==> src/rtl/vram_pkg.sv <==
// Shared definitions for the character plotter and the display-side address mapping.
// VRAM_WRITER_CLS_EN adds the clear-screen state.
package vram_pkg;

  localparam logic [15:0] FONT_BASE   = 16'hD800;
  localparam logic [15:0] SCREEN_BASE = 16'hE000;
  localparam logic [15:0] ATTR_BASE   = 16'hF800;

  localparam logic [2:0]  LAST_ROW        = 3'd7;
  localparam logic [4:0]  ROW_LIMIT       = 5'd24;
  localparam logic [12:0] FILL_LAST       = 13'd6911;
  localparam logic [12:0] ATTR_FILL_START = 13'd6144;

  typedef enum logic [2:0] {
    S_IDLE  = 3'd0,
    S_FETCH = 3'd1,
    S_WAIT  = 3'd2,
    S_STORE = 3'd3,
`ifdef VRAM_WRITER_CLS_EN
    S_ATTRW = 3'd4,
    S_CLR   = 3'd5
`else
    S_ATTRW = 3'd4
`endif
  } state_t;

  // Spectrum interleave: y = {row, i} maps to {y[7:6], y[2:0], y[5:3], col}
  function automatic logic [12:0] pix_addr(input logic [4:0] row,
                                           input logic [4:0] col,
                                           input logic [2:0] i);
    return {row[4:3], i, row[2:0], col};
  endfunction

endpackage

==> src/rtl/vram_addr_gen.sv <==
// Combinational address generation for font, pixel, attribute and (optionally) fill addresses.
// The fill port exists only with VRAM_WRITER_CLS_EN.
module vram_addr_gen
  import vram_pkg::*;
(
  input  logic [4:0]  row,
  input  logic [4:0]  col,
  input  logic [2:0]  i,
  input  logic [7:0]  chr,
`ifdef VRAM_WRITER_CLS_EN
  input  logic [12:0] fill,
  output logic [15:0] fill_a,
`endif
  output logic [15:0] font_a,
  output logic [15:0] pix_a,
  output logic [15:0] attr_a
);

  // Bases are ORed in; the offsets never reach the base bits.
  assign font_a = FONT_BASE   | {5'd0, chr, i};
  assign pix_a  = SCREEN_BASE | {3'd0, pix_addr(row, col, i)};
  assign attr_a = ATTR_BASE   | {6'd0, row, col};

`ifdef VRAM_WRITER_CLS_EN
  // Pixel and attribute areas are contiguous, so one linear offset covers both.
  assign fill_a = SCREEN_BASE | {3'd0, fill};
`endif

endmodule

==> src/rtl/vram_writer.sv <==
// Character plotter: copies an 8-row glyph into Spectrum-layout VRAM, then writes its attribute.
// Optional clear-screen fill is enabled by defining VRAM_WRITER_CLS_EN.
module vram_writer
  import vram_pkg::*;
(
  input  logic        CLOCK,
  input  logic        RESET,
  input  logic        START,
  input  logic        CLS,
  input  logic [7:0]  CHAR,
  input  logic [4:0]  COL,
  input  logic [4:0]  ROW,
  input  logic [7:0]  ATTR,
  output logic [15:0] A,
  input  logic [7:0]  D,
  output logic [7:0]  O,
  output logic        WE,
  output logic        BUSY,
  output logic        DONE
);

  state_t      state_r, state_s;
  logic [7:0]  char_r, attr_r;
  logic [4:0]  col_r, row_r;
  logic [2:0]  i_r, i_s;
  logic        latch_s;

  logic [7:0]  char_sel_s;
  logic [4:0]  col_sel_s, row_sel_s;
  logic [2:0]  i_sel_s;
  logic [15:0] font_a_s, pix_a_s, attr_a_s;

  logic [15:0] a_s;
  logic [7:0]  o_s;
  logic        we_s, busy_s, done_s;

`ifdef VRAM_WRITER_CLS_EN
  logic [12:0] fill_r, fill_s, fill_sel_s;
  logic [15:0] fill_a_s;
`else
  logic        unused_cls_s;
  assign unused_cls_s = CLS;
`endif

  // Address operands: live inputs while idle (request being accepted), latched copies afterwards
  always_comb begin
    if (state_r == S_IDLE) begin
      char_sel_s = CHAR;
      col_sel_s  = COL;
      row_sel_s  = ROW;
      i_sel_s    = 3'd0;
    end else begin
      char_sel_s = char_r;
      col_sel_s  = col_r;
      row_sel_s  = row_r;
      // STORE prepares the font address of the following row
      if (state_r == S_STORE) begin
        i_sel_s = i_r + 3'd1;
      end else begin
        i_sel_s = i_r;
      end
    end
`ifdef VRAM_WRITER_CLS_EN
    if (state_r == S_CLR) begin
      fill_sel_s = fill_r + 13'd1;
    end else begin
      fill_sel_s = 13'd0;
    end
`endif
  end

  vram_addr_gen u_addr (
    .row    (row_sel_s),
    .col    (col_sel_s),
    .i      (i_sel_s),
    .chr    (char_sel_s),
`ifdef VRAM_WRITER_CLS_EN
    .fill   (fill_sel_s),
    .fill_a (fill_a_s),
`endif
    .font_a (font_a_s),
    .pix_a  (pix_a_s),
    .attr_a (attr_a_s)
  );

  // Next state and the memory-port values presented during that state
  always_comb begin
    state_s = state_r;
    i_s     = i_r;
    latch_s = 1'b0;
    a_s     = A;
    o_s     = O;
    we_s    = 1'b0;
    busy_s  = 1'b1;
    done_s  = 1'b0;
`ifdef VRAM_WRITER_CLS_EN
    fill_s  = fill_r;
`endif
    case (state_r)
      S_IDLE: begin
        busy_s = 1'b0;
`ifdef VRAM_WRITER_CLS_EN
        if (CLS) begin
          state_s = S_CLR;
          latch_s = 1'b1;
          busy_s  = 1'b1;
          fill_s  = 13'd0;
          a_s     = fill_a_s;
          o_s     = 8'h00;
          we_s    = 1'b1;
        end else
`endif
        if (START) begin
          latch_s = 1'b1;
          busy_s  = 1'b1;
          i_s     = 3'd0;
          // Off-screen rows skip straight to the write-less completion cycle
          if (ROW < ROW_LIMIT) begin
            state_s = S_FETCH;
            a_s     = font_a_s;
          end else begin
            state_s = S_ATTRW;
          end
        end else begin
          state_s = S_IDLE;
        end
      end
      S_FETCH: begin
        state_s = S_WAIT;
      end
      S_WAIT: begin
        state_s = S_STORE;
        a_s     = pix_a_s;
        o_s     = D;
        we_s    = 1'b1;
      end
      S_STORE: begin
        if (i_r == LAST_ROW) begin
          state_s = S_ATTRW;
          i_s     = 3'd0;
          a_s     = attr_a_s;
          o_s     = attr_r;
          we_s    = 1'b1;
        end else begin
          state_s = S_FETCH;
          i_s     = i_r + 3'd1;
          a_s     = font_a_s;
        end
      end
      S_ATTRW: begin
        state_s = S_IDLE;
        busy_s  = 1'b0;
        done_s  = 1'b1;
      end
`ifdef VRAM_WRITER_CLS_EN
      S_CLR: begin
        if (fill_r == FILL_LAST) begin
          state_s = S_IDLE;
          fill_s  = 13'd0;
          busy_s  = 1'b0;
          done_s  = 1'b1;
        end else begin
          fill_s = fill_sel_s;
          a_s    = fill_a_s;
          we_s   = 1'b1;
          if (fill_sel_s >= ATTR_FILL_START) begin
            o_s = attr_r;
          end else begin
            o_s = 8'h00;
          end
        end
      end
`endif
      default: begin
        state_s = S_IDLE;
        busy_s  = 1'b0;
      end
    endcase
  end

  // State, latched request and registered memory-port outputs
  always_ff @(posedge CLOCK) begin
    if (RESET) begin
      state_r <= S_IDLE;
      i_r     <= 3'd0;
      char_r  <= 8'h00;
      col_r   <= 5'd0;
      row_r   <= 5'd0;
      attr_r  <= 8'h00;
      A       <= 16'h0000;
      O       <= 8'h00;
      WE      <= 1'b0;
      BUSY    <= 1'b0;
      DONE    <= 1'b0;
`ifdef VRAM_WRITER_CLS_EN
      fill_r  <= 13'd0;
`endif
    end else begin
      state_r <= state_s;
      i_r     <= i_s;
      A       <= a_s;
      O       <= o_s;
      WE      <= we_s;
      BUSY    <= busy_s;
      DONE    <= done_s;
`ifdef VRAM_WRITER_CLS_EN
      fill_r  <= fill_s;
`endif
      if (latch_s) begin
        char_r <= CHAR;
        col_r  <= COL;
        row_r  <= ROW;
        attr_r <= ATTR;
      end
    end
  end

endmodule

==> config.mk <==
export PLATFORM = sky130hd
export DESIGN_NAME = vram_writer
export DESIGN_NICKNAME = d
export VERILOG_FILES = /design/src/rtl/vram_pkg.sv /design/src/rtl/vram_addr_gen.sv /design/src/rtl/vram_writer.sv
export SDC_FILE = /design/constraint.sdc
export NUM_CORES = 1
export LEC_CHECK = 0
export CAP_MARGIN = 20
export CORE_AREA = 4 4 85 87
export CTS_CLUSTER_SIZE = 16
export DETAILED_ROUTE_END_ITERATION = 10
export DIE_AREA = 0 0 89 91
export GPL_TIMING_DRIVEN = 1
export HOLD_SLACK_MARGIN = 0.03
export MAX_ROUTING_LAYER = met4
export PLACE_DENSITY_LB_ADDON = 0.2
export SYNTH_ARGS = -nofsm -noshare
export SYNTH_HDL_FRONTEND = slang
export SYNTH_SLANG_ARGS = --single-unit
==> constraint.sdc <==
create_clock -name CLOCK -period 2.7 [get_ports CLOCK]
set_input_delay 0.675 -clock CLOCK [delete_from_list [all_inputs] [get_ports CLOCK]]
set_output_delay 0.675 -clock CLOCK [all_outputs]
set_load 0.005 [all_outputs]
==> impl_metrics.py <==
metrics = {
    "detailed_routing": {
        "drtIter0Drc": 168,
        "num_vias": 2315,
        "routedWlPerCell_um": 14.5,
        "drc": 0,
        "totalWireLength_mm": 6.45,
        "avgViaCountPerCell": 5.20,
        "ant_nets": 0,
        "firstDrtPassIters": 6,
    },
    "final_layout": {
        "drive_gt1_share_pct": 9.51,
        "layout.nets": 403,
        "fillers": 606,
        "antenna-diode-count": 0,
        "area_growth_pct": 32.4,
        "regArea_mm2": 0.00116,
        "multiInputGateArea_mm2": 0.00121,
    },
    "cts": {
        "clk_latency_ns": 0.33,
        "post_cts_buffers": 0,
        "clock_sinks": 58,
        "ctsResizeCount": 0,
        "h-tree-depth": 3,
        "cts_root_buf": "clkbuf_8",
        "clock_path_buffers": 2,
        "hold_buffers": 0,
        "path_clk_slew_ns": 0.06,
        "numCtsBuffers": 9,
        "cts_tree": "done",
    },
    "die": {
        "die_h_um": 91,
        "rows": 29,
        "pin_count": 65,
        "die_w_um": 89,
        "dieArea_mm2": 0.00810,
        "initial_utilization_pct": 39.9,
        "core-area_mm2": 0.00635,
    },
    "hold_path": {
        "hold_start": "char_r[0]",
        "whs_endpoint": "char_r[0]",
        "holdPathStages": 2,
        "hold_class": "reg2reg",
    },
    "worst_setup_path": {
        "critPathBufInv": 1,
        "critPathTopFamily": "simple AND/OR/NAND/NOR gates",
        "worstPathRequired_ns": 2.90,
        "cp_max_fo": 29,
        "cp-end-kind": "flop",
        "slowest_stage": "or4b_4",
        "critical_path_class": "in2reg",
        "r2r_cells": 4,
        "r2r-end": "O[1]",
        "reg2reg_from": "state_r[2]",
        "crit_chain": "clkdlybuf4s50_1 > or4b_4 > a31oi_1 > nor2_1",
        "cpPeakStageDelay_ns": 0.69,
        "rrSetupSlack_ns": 0.71,
        "startpoint_type": "input pin",
        "arrival_ns": 2.24,
    },
    "synth": {
        "yosys.cell_count.top_type": "nand2_1",
        "synth_common_cells": "72 x nand2_1, 58 x dfxtp_1, 40 x a21oi_1, 15 x nor2_1",
        "synth_area_per_cell_um2": 8.23,
        "synth_ff_type": "dfxtp_1",
        "synthCells": 308,
        "synth.net_count": 348,
        "synth.distinct_cells": 41,
        "synth_top_area_share_pct": 45.8,
        "synth_area_leaders": "dfxtp_1 46%, nand2_1 11%, a21oi_1 7.9%, a311oi_1 2.8%, mux2_2 2.7%",
        "ys_warn_count": 0,
        "yosys_register_bits": 58,
        "syn_area_mm2": 0.00253,
        "async_flop_share_pct": 0,
        "synth_top_cell_by_area": "dfxtp_1",
        "synth_edf_count": 0,
        "seq_area_frac_synth_pct": 45.8,
    },
    "grt": {
        "grt.busiest_layer": "met2",
        "grt_pass1_wl_mm": 10.4,
        "grtUsageMet1_pct": 23.0,
        "overflow": 0,
        "grt_use_met3_pct": 3.26,
        "grtUsageMet2_pct": 23.6,
        "grt.total_usage_pct": 16.8,
        "grt_max_degree": 33,
        "grt_pass1_vias": 2143,
        "antenna_found_initial": 0,
    },
    "sta": {
        "setup_viol": 0,
        "finalHoldViolations": 0,
        "clock_skew_ns": 0.00805,
        "tns_ns": 0,
        "min_period_ns": 2.04,
        "period_share_pct": 75.4,
        "holdWs_ns": 0.453,
        "tightest_slew_ns": 0.780,
        "slew_violations": 0,
        "fmax_mhz": 491,
        "rsz0062_at_grt": "no",
        "slew_headroom_pct": 47.9,
    },
    "power_and_ir_drop": {
        "total_leakage_power_nw": 1.21,
        "peakVddDrop_uv": 314,
        "power.density_mw_per_mm2": 667,
    },
    "placed_design": {
        "portBuffers": 63,
        "gp_congestion": 0.816,
        "hpwlAfterDp_mm": 4.48,
    },
    "job": {
        "max_cap_violations": 0,
    },
    "outcome": {
        "status": "complete, no violations",
    },
}
layout make-up:
type	count	share of cell area, %
multi-input cells	220	36.1
flip-flops and latches	58	34.6
repair buffers	71	21.2
clock buffers	13	4.44
well taps	77	2.87
clock inverters	3	0.447
inverters	3	0.336
report_power, final:
group          total [mW]  switching (mW)  internal (mW)
Sequential           1.02          0.0756          0.948
Combinational       0.537           0.255          0.282
Clock               0.678           0.323          0.354
state kept, by name, indices dropped and copies added, names as in the netlist:
| signal | count |
|---|---|
| A | 15 |
| row_r | 5 |
| col_r | 5 |
| WE | 1 |
| attr_r | 8 |
| DONE | 1 |
| BUSY | 1 |
| char_r | 8 |
| state_r | 3 |
| i_r | 3 |
| O | 8 |
routing by layer:
layer	part of all wire (%)	wire, um	vias to the layer above
met5	0	0	-
met3	4.4	281	11
li1	-	-	1189
met1	49	3190	1068
met4	1.9	124	0
met2	44	2850	47
per-stage QoR:
step	instances	cell area, um^2	util (%)	power (mW)	worst slack [ns]
finish	445	3360	52.8	2.24	0.663
global route	445	3360	52.8	2.36	0.557
CTS	445	3360	52.8	2.26	0.689
detailed placement	429	3190	50.3	1.58	0.334
global placement	429	3190	50.3	1.58	0.372
floorplan	308	2530	-	1.35	1.03
kinds of logic (layout without fill, tap and decap cells):
group           count (synthesis)  after routing  synth area share, %
xor+xnor                        1              1                0.346
flops                          58             58                 45.8
fa+ha+maj                       2              2                0.987
compound gates                 82             82                 19.6
simple gates                  128            128                 23.8
mux                             7              7                 3.06
buf+inv                        30             90                 6.37
worst reg2reg max path: stages, from the launching register on:
cell,delay [ns]
dfxtp_1,0.82
buf_4,0.29
nand3b_1,0.40
nand2_1,0.11
a311oi_1,0.27
how the worst max path moves through the flow:
| stage | from | to | slack [ns] | cells after the start |
|---|---|---|---|---|
| 6_report | START | i_r[0] | 0.66 | 4 |
| 5_1_grt | state_r[2] | i_r[0] | 0.56 | 5 |
| 4_1_cts | START | i_r[0] | 0.69 | 4 |
| 3_5_place_dp | START | i_r[0] | 0.33 | 4 |
| 3_3_place_gp | START | i_r[0] | 0.37 | 4 |
| 2_1_floorplan | START | attr_r[7] | 1.03 | 5 |
cell usage in the layout, fill, tap and decap left out, types with 2 or more instances in the layout:
master and instances:
nor3b_1 3, inv_1 3, nor2b_1 2, clkinv_2 3
a311oi_1 8, ha_1 2, a21oi_1 40, mux2_2 6
clkbuf_8 10, nand3_1 9, nand4_1 6, nor2_1 15
nand2_1 72, nor3_1 8, nor3_2 2, nand2b_1 3
buf_12 2, clkdlybuf4s50_1 62, clkbuf_1 3, o21ai_0 12
a31oi_1 10, a211oi_1 2, buf_4 6, dfxtp_1 58
o211ai_1 2
No activity file was read; power rests on OpenSTA's default activity.
